`config.mk`:
```
export PLATFORM = sky130hd
export DESIGN_NAME = irq_ctrl
export DESIGN_NICKNAME = d
export VERILOG_FILES = /design/src/rtl/irq_ctrl_pkg.sv /design/src/rtl/irq_prio_enc.sv /design/src/rtl/irq_ctrl.sv
export SDC_FILE = /design/constraint.sdc
export NUM_CORES = 1
export LEC_CHECK = 0
export CAP_MARGIN = 20
export CELL_PAD_IN_SITES_DETAIL_PLACEMENT = 0
export CELL_PAD_IN_SITES_GLOBAL_PLACEMENT = 2
export CORE_MARGIN = 8
export CORE_UTILIZATION = 24
export CTS_CLUSTER_DIAMETER = 60
export CTS_CLUSTER_SIZE = 28
export DETAILED_ROUTE_END_ITERATION = 7
export GPL_TIMING_DRIVEN = 0
export PLACE_DENSITY = 0.79
export SYNTH_ARGS = -nofsm -noshare
export SYNTH_HDL_FRONTEND = slang
export SYNTH_SLANG_ARGS = --single-unit
```
`constraint.sdc`:
```
create_clock -name clk_sys -period 2.6 [get_ports clk_sys]
set_input_delay 0.26 -clock clk_sys [delete_from_list [all_inputs] [get_ports clk_sys]]
set_output_delay 0.26 -clock clk_sys [all_outputs]
set_load 0.005 [all_outputs]
```
`src/rtl/irq_ctrl_pkg.sv`:
```
// irq_ctrl_pkg: register offsets and limits shared by the interrupt aggregator.
package irq_ctrl_pkg;
  localparam int NSRC_MAX = 31;
  localparam logic [4:0] IRQ_PENDING = 5'h00;
  localparam logic [4:0] IRQ_ENABLE  = 5'h04;
  localparam logic [4:0] IRQ_MODE    = 5'h08;
  localparam logic [4:0] IRQ_CLAIM   = 5'h0C;
  localparam logic [4:0] IRQ_RAW     = 5'h10;
endpackage

```
`src/rtl/irq_prio_enc.sv`:
```
// irq_prio_enc: returns id+1 of the lowest set request bit, or 0 when none is set.
module irq_prio_enc #(
  parameter int N = 8
) (
  input  logic [N-1:0] req,
  output logic [4:0]   id
);
  always_comb begin
    id = '0;
    for (int i = N - 1; i >= 0; i--) id = req[i] ? 5'(i + 1) : id;
  end
endmodule

```
`src/rtl/irq_ctrl.sv`:
```
// irq_ctrl: latches edge/level interrupt requests, masks them and exposes them
// over a zero-wait-state AHB3-Lite slave with a lowest-index claim register.
module irq_ctrl
  import irq_ctrl_pkg::*;
#(
  parameter int                    NSRC       = 8,
  parameter int                    HADDR_SIZE = 32,
  parameter logic [HADDR_SIZE-1:0] BASE       = '0,
  parameter int                    HDATA_SIZE = 32
) (
  input  logic                  clk_sys,
  input  logic                  rst_sys_n,
  input  logic                  HSEL,
  input  logic [HADDR_SIZE-1:0] HADDR,
  input  logic                  HWRITE,
  input  logic [1:0]            HTRANS,
  input  logic [2:0]            HSIZE,
  input  logic [HDATA_SIZE-1:0] HWDATA,
  input  logic                  HREADY,
  output logic [HDATA_SIZE-1:0] HRDATA,
  output logic                  HREADYOUT,
  output logic                  HRESP,
  input  logic [NSRC-1:0]       irq_src,
  output logic                  irq_o
);
  logic [NSRC-1:0] pending, enable, mode, src_q, claim_clr, w1c, clr;
  logic            dp_valid, dp_write, rd, wr, claim;
  logic [4:0]      dp_off, id;
  logic            unused;

  // Decode is offset-only; BASE and upper address bits are resolved by bus_mux.
  assign unused = ^{HADDR[HADDR_SIZE-1:5], HSIZE, HTRANS[0], HWDATA[HDATA_SIZE-1:NSRC], BASE};

  assign HREADYOUT = 1'b1;
  assign HRESP     = 1'b0;
  assign rd        = dp_valid & ~dp_write;
  assign wr        = dp_valid & dp_write;

  irq_prio_enc #(.N(NSRC)) u_enc (.req(pending & enable), .id(id));

  assign claim = rd && dp_off == IRQ_CLAIM && id != 5'd0;
  assign w1c   = (wr && dp_off == IRQ_PENDING) ? HWDATA[NSRC-1:0] : '0;
  assign clr   = w1c | claim_clr;

  always_comb begin
    claim_clr = '0;
    for (int i = 0; i < NSRC; i++) claim_clr[i] = claim && id == 5'(i + 1);
  end

  assign HRDATA = !rd                  ? '0 :
                  dp_off == IRQ_PENDING ? HDATA_SIZE'(pending) :
                  dp_off == IRQ_ENABLE  ? HDATA_SIZE'(enable) :
                  dp_off == IRQ_MODE    ? HDATA_SIZE'(mode) :
                  dp_off == IRQ_CLAIM   ? HDATA_SIZE'(id) :
                  dp_off == IRQ_RAW     ? HDATA_SIZE'(irq_src) : '0;

  always_ff @(posedge clk_sys or negedge rst_sys_n) begin
    if (!rst_sys_n) begin
      dp_valid <= 1'b0;
      dp_write <= 1'b0;
      dp_off   <= '0;
      src_q    <= '0;
      pending  <= '0;
      enable   <= '0;
      mode     <= '0;
      irq_o    <= 1'b0;
    end else begin
      if (HREADY) begin
        dp_valid <= HSEL & HTRANS[1];
        dp_write <= HWRITE;
        dp_off   <= HADDR[4:0];
      end
      src_q   <= irq_src;
      // Edge bits: new edge beats any clear in the same cycle; level bits track the source.
      pending <= (mode & ((irq_src & ~src_q) | (pending & ~clr))) | (~mode & irq_src);
      if (wr && dp_off == IRQ_ENABLE) enable <= HWDATA[NSRC-1:0];
      if (wr && dp_off == IRQ_MODE) mode <= HWDATA[NSRC-1:0];
      irq_o   <= |(pending & enable);
    end
  end
endmodule

```
# After elaboration in Yosys (flattened, before gate mapping)
# Index checks and enable logic that the tools add are counted.
# Widths: inputs -> output; s select.
# op_classes
n_eq_ne	12
n_mux	15
bitwise_logic	15
n_reduce_logical	16
# ops
operator	n
$mux 8	7
$and 8x8->8	5
$mux 5	7
$eq 5x3->1 const B	5
$not 8->8	3
$or 8x8->8	3
$eq 5x4->1 const B	3
$logic_and 1x1->1	13
$eq 5x2->1 const B	2
$reduce_or 8->1	1
$eq 5x1->1 const B	1
$eq 5x5->1 const B	1
$logic_not 5->1	1
$reduce_bool 5->1	1
$mux 4	1
$and 1x1->1	3
$not 1->1	1
# totals
register_bits	40
wordCells	66

# Logic depth before layout (Yosys ltp)
# depth
depth_word	18
ltp_mapped	6
depth_no_buf	4

# Modules after synthesis
# From an unflattened synthesis, not the netlist that was laid out.
# hier_totals
cells_unflattened	241
hier_area_um2	2371.0
# by_module_without_submodules
mod	n_inst	cells_each	area_each_um2
irq_ctrl	1	227	2288.4
irq_prio_enc	1	14	82.6

# Worst setup path before layout
# OpenSTA, ideal clock, no wires.
# synth_timing
path_kind	reg-to-reg
start	register dp_off[4]
end	register enable[0]
arrival_time_ns	1.673
required_time_ns	2.475
path_slack_ns	0.802
path_stages_with_launch	7
n_path_buf	2
synth_period_minus_slack_ns	1.798
path_cell_list	dfrtp_1 -> or3_1 -> buf_6 -> nor2_8 -> and4_4 -> buf_12 -> mux2_4
# synth_between
elab_chain_cells	2
# synth_lines
element	line	source
start: declaration	irq_ctrl.sv:28	logic [4:0] dp_off, id;
start signal: assignment	irq_ctrl.sv:71	dp_off <= HADDR[4:0];
$eq 5x3->1	irq_ctrl.sv:76	if (wr && dp_off == IRQ_ENABLE) enable <= HWDATA[NSRC-1:0];
$logic_and 1x1->1	irq_ctrl.sv:76	
end signal: assignment	irq_ctrl.sv:76	
end: declaration	irq_ctrl.sv:26	logic [NSRC-1:0] pending, enable, mode, src_q, claim_clr, w1c, clr;
# Every way passes these cells.
# A chain may end at the register's enable or synchronous reset.

# Worst setup path after layout
# layout_timing
start	register dp_off[2]
end	output HRDATA[5]
# layout_between
elab_chain_cells	7
elab_cells_between_ends	11
classes_between	eq/ne (4); mux (6); reduce/logical (1)
# layout_lines
element	line	source
$eq 5x5->1	irq_ctrl.sv:55	dp_off == IRQ_RAW ? HDATA_SIZE'(irq_src) : '0;
$mux 8	irq_ctrl.sv:55	
$mux 8	irq_ctrl.sv:54	dp_off == IRQ_CLAIM ? HDATA_SIZE'(id) :
$mux 8	irq_ctrl.sv:53	dp_off == IRQ_MODE ? HDATA_SIZE'(mode) :
$mux 8	irq_ctrl.sv:52	dp_off == IRQ_ENABLE ? HDATA_SIZE'(enable) :
$mux 8 *	irq_ctrl.sv:51	dp_off == IRQ_PENDING ? HDATA_SIZE'(pending) :
$mux 8 *	irq_ctrl.sv:50	assign HRDATA = !rd ? '0 :
end: declaration	irq_ctrl.sv:20	output logic [HDATA_SIZE-1:0] HRDATA,
# Mark *: on every way between the ends. The rest lies on a longest branch, timed or not.

==> metrics <==
power density cells=509 mW/mm^2; WL per Instance=15.1 um; Routed WL=6310 um; fin crit share=0.944; largest net degree at the start of global routing=41; CP max stage delay=480 ps; antenna cells=0; die height=116 um; vias in the first global route=1,935; critical path required time=2340 ps; core area=0.00968 sq mm; Ports=117; dominant cell type by area after synthesis=dfrtp_1; worst path cell trace=clkbuf_4 -> buf_6 -> mux2_1 -> a222oi_1 -> nor2_1 -> clkdlybuf4s50_1; DRC viols=0; post-CTS setup buffers=0; Post-Syn Instances=222; hold buffer count at CTS=0; syn avg cell area=10.7 sq um; Synth Register Bits=40; CP endpoint kind=output pin; hold_ws=87.1 ps; Leak=1.41 nW; drt first pass iters=4; minimum clock period=2460 ps; die area=0.0134 sq mm; R2R Path Start=dp_off[2]; crit start category=flop; setup TNS=0 ps; Arrival @ worst endpoint=2200 ps; area delta synth->final=31.0%; status=complete, no violations; H-tree levels=2; synth warn=0; Hold Path Class=in -> async; MaxCap Viol Count=0; initial DRC count=151; R2R cell count=6; total number of vias=1,814; Mapped Area=0.00238 sq mm; Power Total=0.00159 W; clk buf depth=2; CTS Buf Count=5; commonest non-fill, non-tap cell in the layout=dfrtp_1; clock latency on the worst-skew pair=290 ps; Slew Limit Fails=0; Worst slew margin=0.409; post-DP HPWL=4660 um; Die Width=116 um; Worst Path Max Fanout=10; CTS sink count=40; worst setup path class=reg -> out; CTS tree=done; most frequent cells in the layout=dfrtp_1 (39), clkdlybuf4s50_1 (29), nand2_1 (26), buf_4 (26), conb_1 (26); layout net count=368; Layout Cells excl Fill=419; Yosys top cell area share=0.420; total gr overflow=0; Max Clock Skew=4.32 ps; Root Buffer=clkbuf_8; Starting Density=0.246; Slowest cell on crit path=clkdlybuf4s50_1; vias per cell=4.33; top post-synthesis cells by area=dfrtp_1 (42%), mux2_4 (10%), buf_4 (8.2%), nand2_1 (4.1%), mux2_2 (3.3%); placed insts=413; fmax=407 MHz; Port Buf Inserts=34; share of cells above drive strength 1=0.269; FF-to-FF End=pending[0]; global-route wire length before repair=10,100 um; Post-DRT Antenna Nets=0; Total GRT Usage=0.0967; Final Hold Fails=0; Final setup viols=0; gp weighted congestion=0.818; worst reg2reg setup slack=590 ps; FP Rows=36; final core utilization=0.322; register area share after synthesis=0.420; RSZ-0062 raised after global routing=no; worst vdd ir=0.177 mV; initial antenna violation count=0; Synth cell types=46; clk slew on worst S/H paths=80 ps; # fillers=982; Worst Tran Pin Value=887 ps
[worst max-delay path, delay by kind of cell (launching register included)]
family / cells / cell delay (ps)
AO/OA/AOI/OAI: 1 / 310
buffers and inverters: 3 / 860
flip-flops: 1 / 320
multiplexers: 1 / 340
AND/OR/NAND/NOR: 1 / 80
[cell families after synthesis]
logic type | synth area share
AND/OR/NAND/NOR | 0.164
AO/OA/AOI/OAI | 0.134
flip-flops | 0.420
buffers and inverters | 0.118
multiplexers | 0.161
other | 0.00315
[per-stage QoR]
step	worst slack, ps	cell area, sq um
after global placement	-34.2	2980
after CTS	8.36	3100
after detailed placement	1.91	2970
final	145	3120
after floorplan	802	2470
after global routing	6.44	3120
[worst max-delay path by stage]
stage                   start   endpoint  slack (ps)  depth (start not counted)
global placement    dp_off[4]  HRDATA[0]         -30                          6
finish              dp_off[2]  HRDATA[5]         140                          6
detailed placement  dp_off[4]  HRDATA[0]           2                          6
global route        dp_off[4]  HRDATA[7]           6                          6
CTS                 dp_off[4]  HRDATA[2]           8                          6
floorplan           dp_off[4]  enable[0]         800                          6
[Yosys cell counts, drive strengths merged]
| cell | count |
|---|---|
| o21ai | 5 |
| o22ai | 2 |
| and4 | 1 |
| or3 | 1 |
| and3b | 1 |
| nand3 | 6 |
| a32o | 1 |
| a21oi | 9 |
| and4b | 1 |
| inv | 3 |
| a32oi | 2 |
| nand2 | 26 |
| o211ai | 3 |
| buf | 32 |
| conb | 2 |
| a222oi | 5 |
| nor4bb | 1 |
| a31oi | 2 |
| a221oi | 4 |
| nand3b | 3 |
| nor2 | 9 |
| clkbuf | 4 |
| and2 | 5 |
| a21boi | 1 |
| a21o | 1 |
| nand2b | 2 |
| a2bb2oi | 1 |
| and3 | 5 |
| a22oi | 2 |
| nor3 | 5 |
| o21a | 2 |
| mux2i | 3 |
| dfrtp | 40 |
| a22o | 4 |
| mux2 | 26 |
| nand4 | 2 |
[per-layer routing]
| metal | part of all wire | GRT usage | routed length, um |
|---|---|---|---|
| met1 | 0.48 | 0.128 | 3050 |
| met2 | 0.45 | 0.148 | 2810 |
| met3 | 0.046 | 0.0162 | 292 |
| met4 | 0.025 | 0.0501 | 158 |
| met5 | 0 | 0 | 0 |
[registers in the layout, indices dropped and copies added (netlist names)]
| name | cells |
|---|---|
| src_q | 8 |
| enable | 8 |
| irq_o | 1 |
| dp_write | 1 |
| mode | 8 |
| dp_valid | 1 |
| dp_off | 5 |
| pending | 8 |
[cell type report]
| class | instances | area (sq um) | share of cell area |
|---|---|---|---|
| multi-input cells | 167 | 1230 | 0.394 |
| flip-flops and latches | 40 | 1000 | 0.321 |
| repair buffers | 34 | 338 | 0.108 |
| plain buffers | 35 | 277 | 0.0886 |
| well taps | 133 | 166 | 0.0533 |
| clock buffers | 7 | 96.3 | 0.0309 |
| inverters | 3 | 11.3 | 0.00361 |
[report_power, final]
group	internal [W]	switching (W)	total (W)
Combinational	0.000205	0.000166	0.000371
Clock	0.000237	0.000214	0.000450
Sequential	0.000695	0.0000718	0.000766
Total	0.00114	0.000452	0.00159
[repair_timing]
action / CTS / global route
endpoints found under the setup margin: 8 / 6
hold endpoints to repair: 0 / 0
resized for setup: 12 / 6
pin swaps: 0 / 2
Note: power is estimated with default switching activity, not from simulation.
==> patch (same settings) <==
Set the parameter `NSRC` to 16 (it was 8).
--- a/src/rtl/irq_ctrl.sv
+++ b/src/rtl/irq_ctrl.sv
@@ -3,7 +3,7 @@
 module irq_ctrl
   import irq_ctrl_pkg::*;
 #(
-  parameter int                    NSRC       = 8,
+  parameter int                    NSRC       = 16,
   parameter int                    HADDR_SIZE = 32,
   parameter logic [HADDR_SIZE-1:0] BASE       = '0,
   parameter int                    HDATA_SIZE = 32
Ports: changed (resized irq_src); port bits go from 117 to 125. The function was not compared with the original's and may differ.
==> patch against the unedited design <==
  * Synthesized area up 58%
  * Clock skew up 0.0033 ns
  * Non-clock buffer count up 35
  * Sequential cell count up 32
  * Setup slack worse by 0.0065 ns
  * Cell count up 63%
  * Routed wire length up 95%
  * Power up 120%
  * Final area up 67%
  * Clock power rose to 2.8 times the old value
  * Register-to-register slack worse by 0.35 ns
  * Largest cell class unchanged
==> patch: results (changes against the unedited design) <==
Outcome
  – Status: completed

Power
  – LEAKAGE: 2.21 nW (+57%)
  – VDD IR-drop max: 0.394 mV (+120%)

Routing
  – Vias after detailed routing: 3292 (+81%)
  – Starting DRT DRC Count: 287 (+90%)
  – Pre-Repair DR Iteration Count: 6 (+2)
  – Met3 WL post-DR: 704 µm (+140%)
  – Met2 wire length: 5780 µm (+110%)
  – M1 wire length: 5640 µm (+85%)

STA
  – Worst hold margin: 0.268 ns (+0.181 ns)
  – Setup Skew: 0.00759 ns (+0.00327 ns)
  – Actual slew at the worst max-slew pin: 0.789 ns (-0.0982 ns)

Placement
  – Placed Cells: 653 (+58%)
  – GP Congestion: 0.856 (+4.7%)
  – DP HPWL: 8740 µm (+88%)
  – PortBufs: 58 (+71%)
  – Post-DP Area: 4690 µm² (+58%)

GRT
  – First-pass GRT wire length: 19300 µm (+91%)
  – Largest net degree at the start of global routing: 72 (+76%)
  – Vias in the first global route: 3425 (+77%)
  – Tot GR Track Use: 12.7% (+3.0 points)

Clocking
  – CTS Buf Count: 9 (+4)
  – Clk slew on worst S/H paths: 0.06 ns (-0.02 ns)
  – CTS Root Cell: clkbuf_16
  – Worst-skew pair later-pin latency: 0.33 ns (+0.04 ns)
  – H-tree levels: 3 (+1)

Logic synthesis
  – YS warnings: 0 (unchanged)
  – Seq/Total Area, Yosys: 47.9% (+5.9 points)
  – Syn avg cell area: 10.2 µm² (-4.6%)
  – Area contributors post-synth: dfrtp_1 (48%), mux2_2 (8.4%), nand2_1 (8.4%), a21oi_1 (3.9%), buf_4 (3.8%)
  – Synth top cells by count: nand2_1 (84), dfrtp_1 (72), a21oi_1 (29), mux2_2 (28), buf_4 (19)

Setup path
  – Worst reg2reg endpoint: pending[11]$_DFF_PN0_
  – Worst r2r src: pending[6]$_DFF_PN0_
  – Crit path DAT: 2.20 ns (about the same)
  – Crit path max fanout: 5 (-5)

Finish
  – Layout cells sized above 1: 26.2% (-0.71 points)
  – Fillers: 1559 (+59%)
  – Final nets: 558 (+52%)
  – Ant diodes: 0 (unchanged)
  – Post-route insts no fill: 684 (+63%)
[patch: changes by cell type after synthesis, moves of 4 or more]
cell	delta
mux2_2	+21
mux2_4	-10
nand2_1	+58
o21ai_0	+12
buf_4	-7
a22oi_1	+5
and2_1	-4
a222oi_1	+8
dfrtp_1	+32
a22o_1	+4
a21oi_1	+20
[patch: cell families after synthesis]
family                 share of synthesized area (%)
flip-flops                                      47.9
buffers and inverters                           6.36
AND/OR/NAND/NOR                                 14.7
multiplexers                                    10.8
AO/OA/AOI/OAI                                   20.0
other                                          0.200
[patch: metal layers]
metal  GRT usage, %  vias up
met1           16.2     1649
met2           20.1       95
li1               -     1535
met5              0        -
met3           3.51       13
met4           4.47        0
[patch: stage by stage]
| stage | setup TNS (ns) | setup WS (ns) |
|---|---|---|
| detailed placement | -4.16 | -0.477 |
| global placement | -94.09 | -1.26 |
| global route | 0 | 0.0319 |
| finish | 0 | 0.138 |
| CTS | 0 | 0.0245 |
| floorplan | 0 | 0.766 |
[patch: final cells by class]
cell class / instances / area (µm²) / share of cell area, %
Tap cell: 211 / 264 / 5.06
Timing Repair Buffer: 75 / 708 / 13.6
Inverter: 5 / 18.8 / 0.360
Sequential cell: 72 / 1810 / 34.6
Multi-Input combinational cell: 276 / 1860 / 35.7
Buffer: 29 / 250 / 4.80
Clock inverter: 5 / 55.1 / 1.06
Clock buffer: 11 / 253 / 4.85
[patch: timing repair]
item | in CTS | in global routing
hold buffers | 1 | 0
setup buffers | 14 | 1
gates resized for setup | 52 | 3
endpoints found under the hold margin | 72 | 0
endpoints found under the setup margin | 16 | 1
pin swaps | 11 | 0
[patch: where the power goes]
part | switching [W] | total [W] | internal (W)
Sequential | 0.000171 | 0.00143 | 0.00126
Combinational | 0.000402 | 0.000783 | 0.000381
Clock | 0.000482 | 0.00127 | 0.000791
Total | 0.00106 | 0.00349 | 0.00244
[patch: worst max-delay path by stage]
stage                                     start                  to  slack [ns]  depth (start not counted)
after floorplan            pending[4]$_DFF_PN0_           HRDATA[1]        0.77                          5
after global placement                rst_sys_n  src_q[3]$_DFF_PN0_       -1.26                          1
after detailed placement  dp_off[4]$_DFFE_PN0P_          HRDATA[13]       -0.48                          6
after CTS                  pending[6]$_DFF_PN0_           HRDATA[1]        0.02                          8
after global routing      dp_off[2]$_DFFE_PN0P_           HRDATA[9]        0.03                          6
final                     pending[12]$_DFF_PN0_           HRDATA[1]        0.14                          6
[patch: critical path: stages (launching register included)]
cell	delay (ns)
dfrtp_1	0.43
a22o_1	0.26
o211ai_1	0.25
a21oi_1	0.12
or3b_2	0.48
a31oi_2	0.18
clkbuf_2	0.15
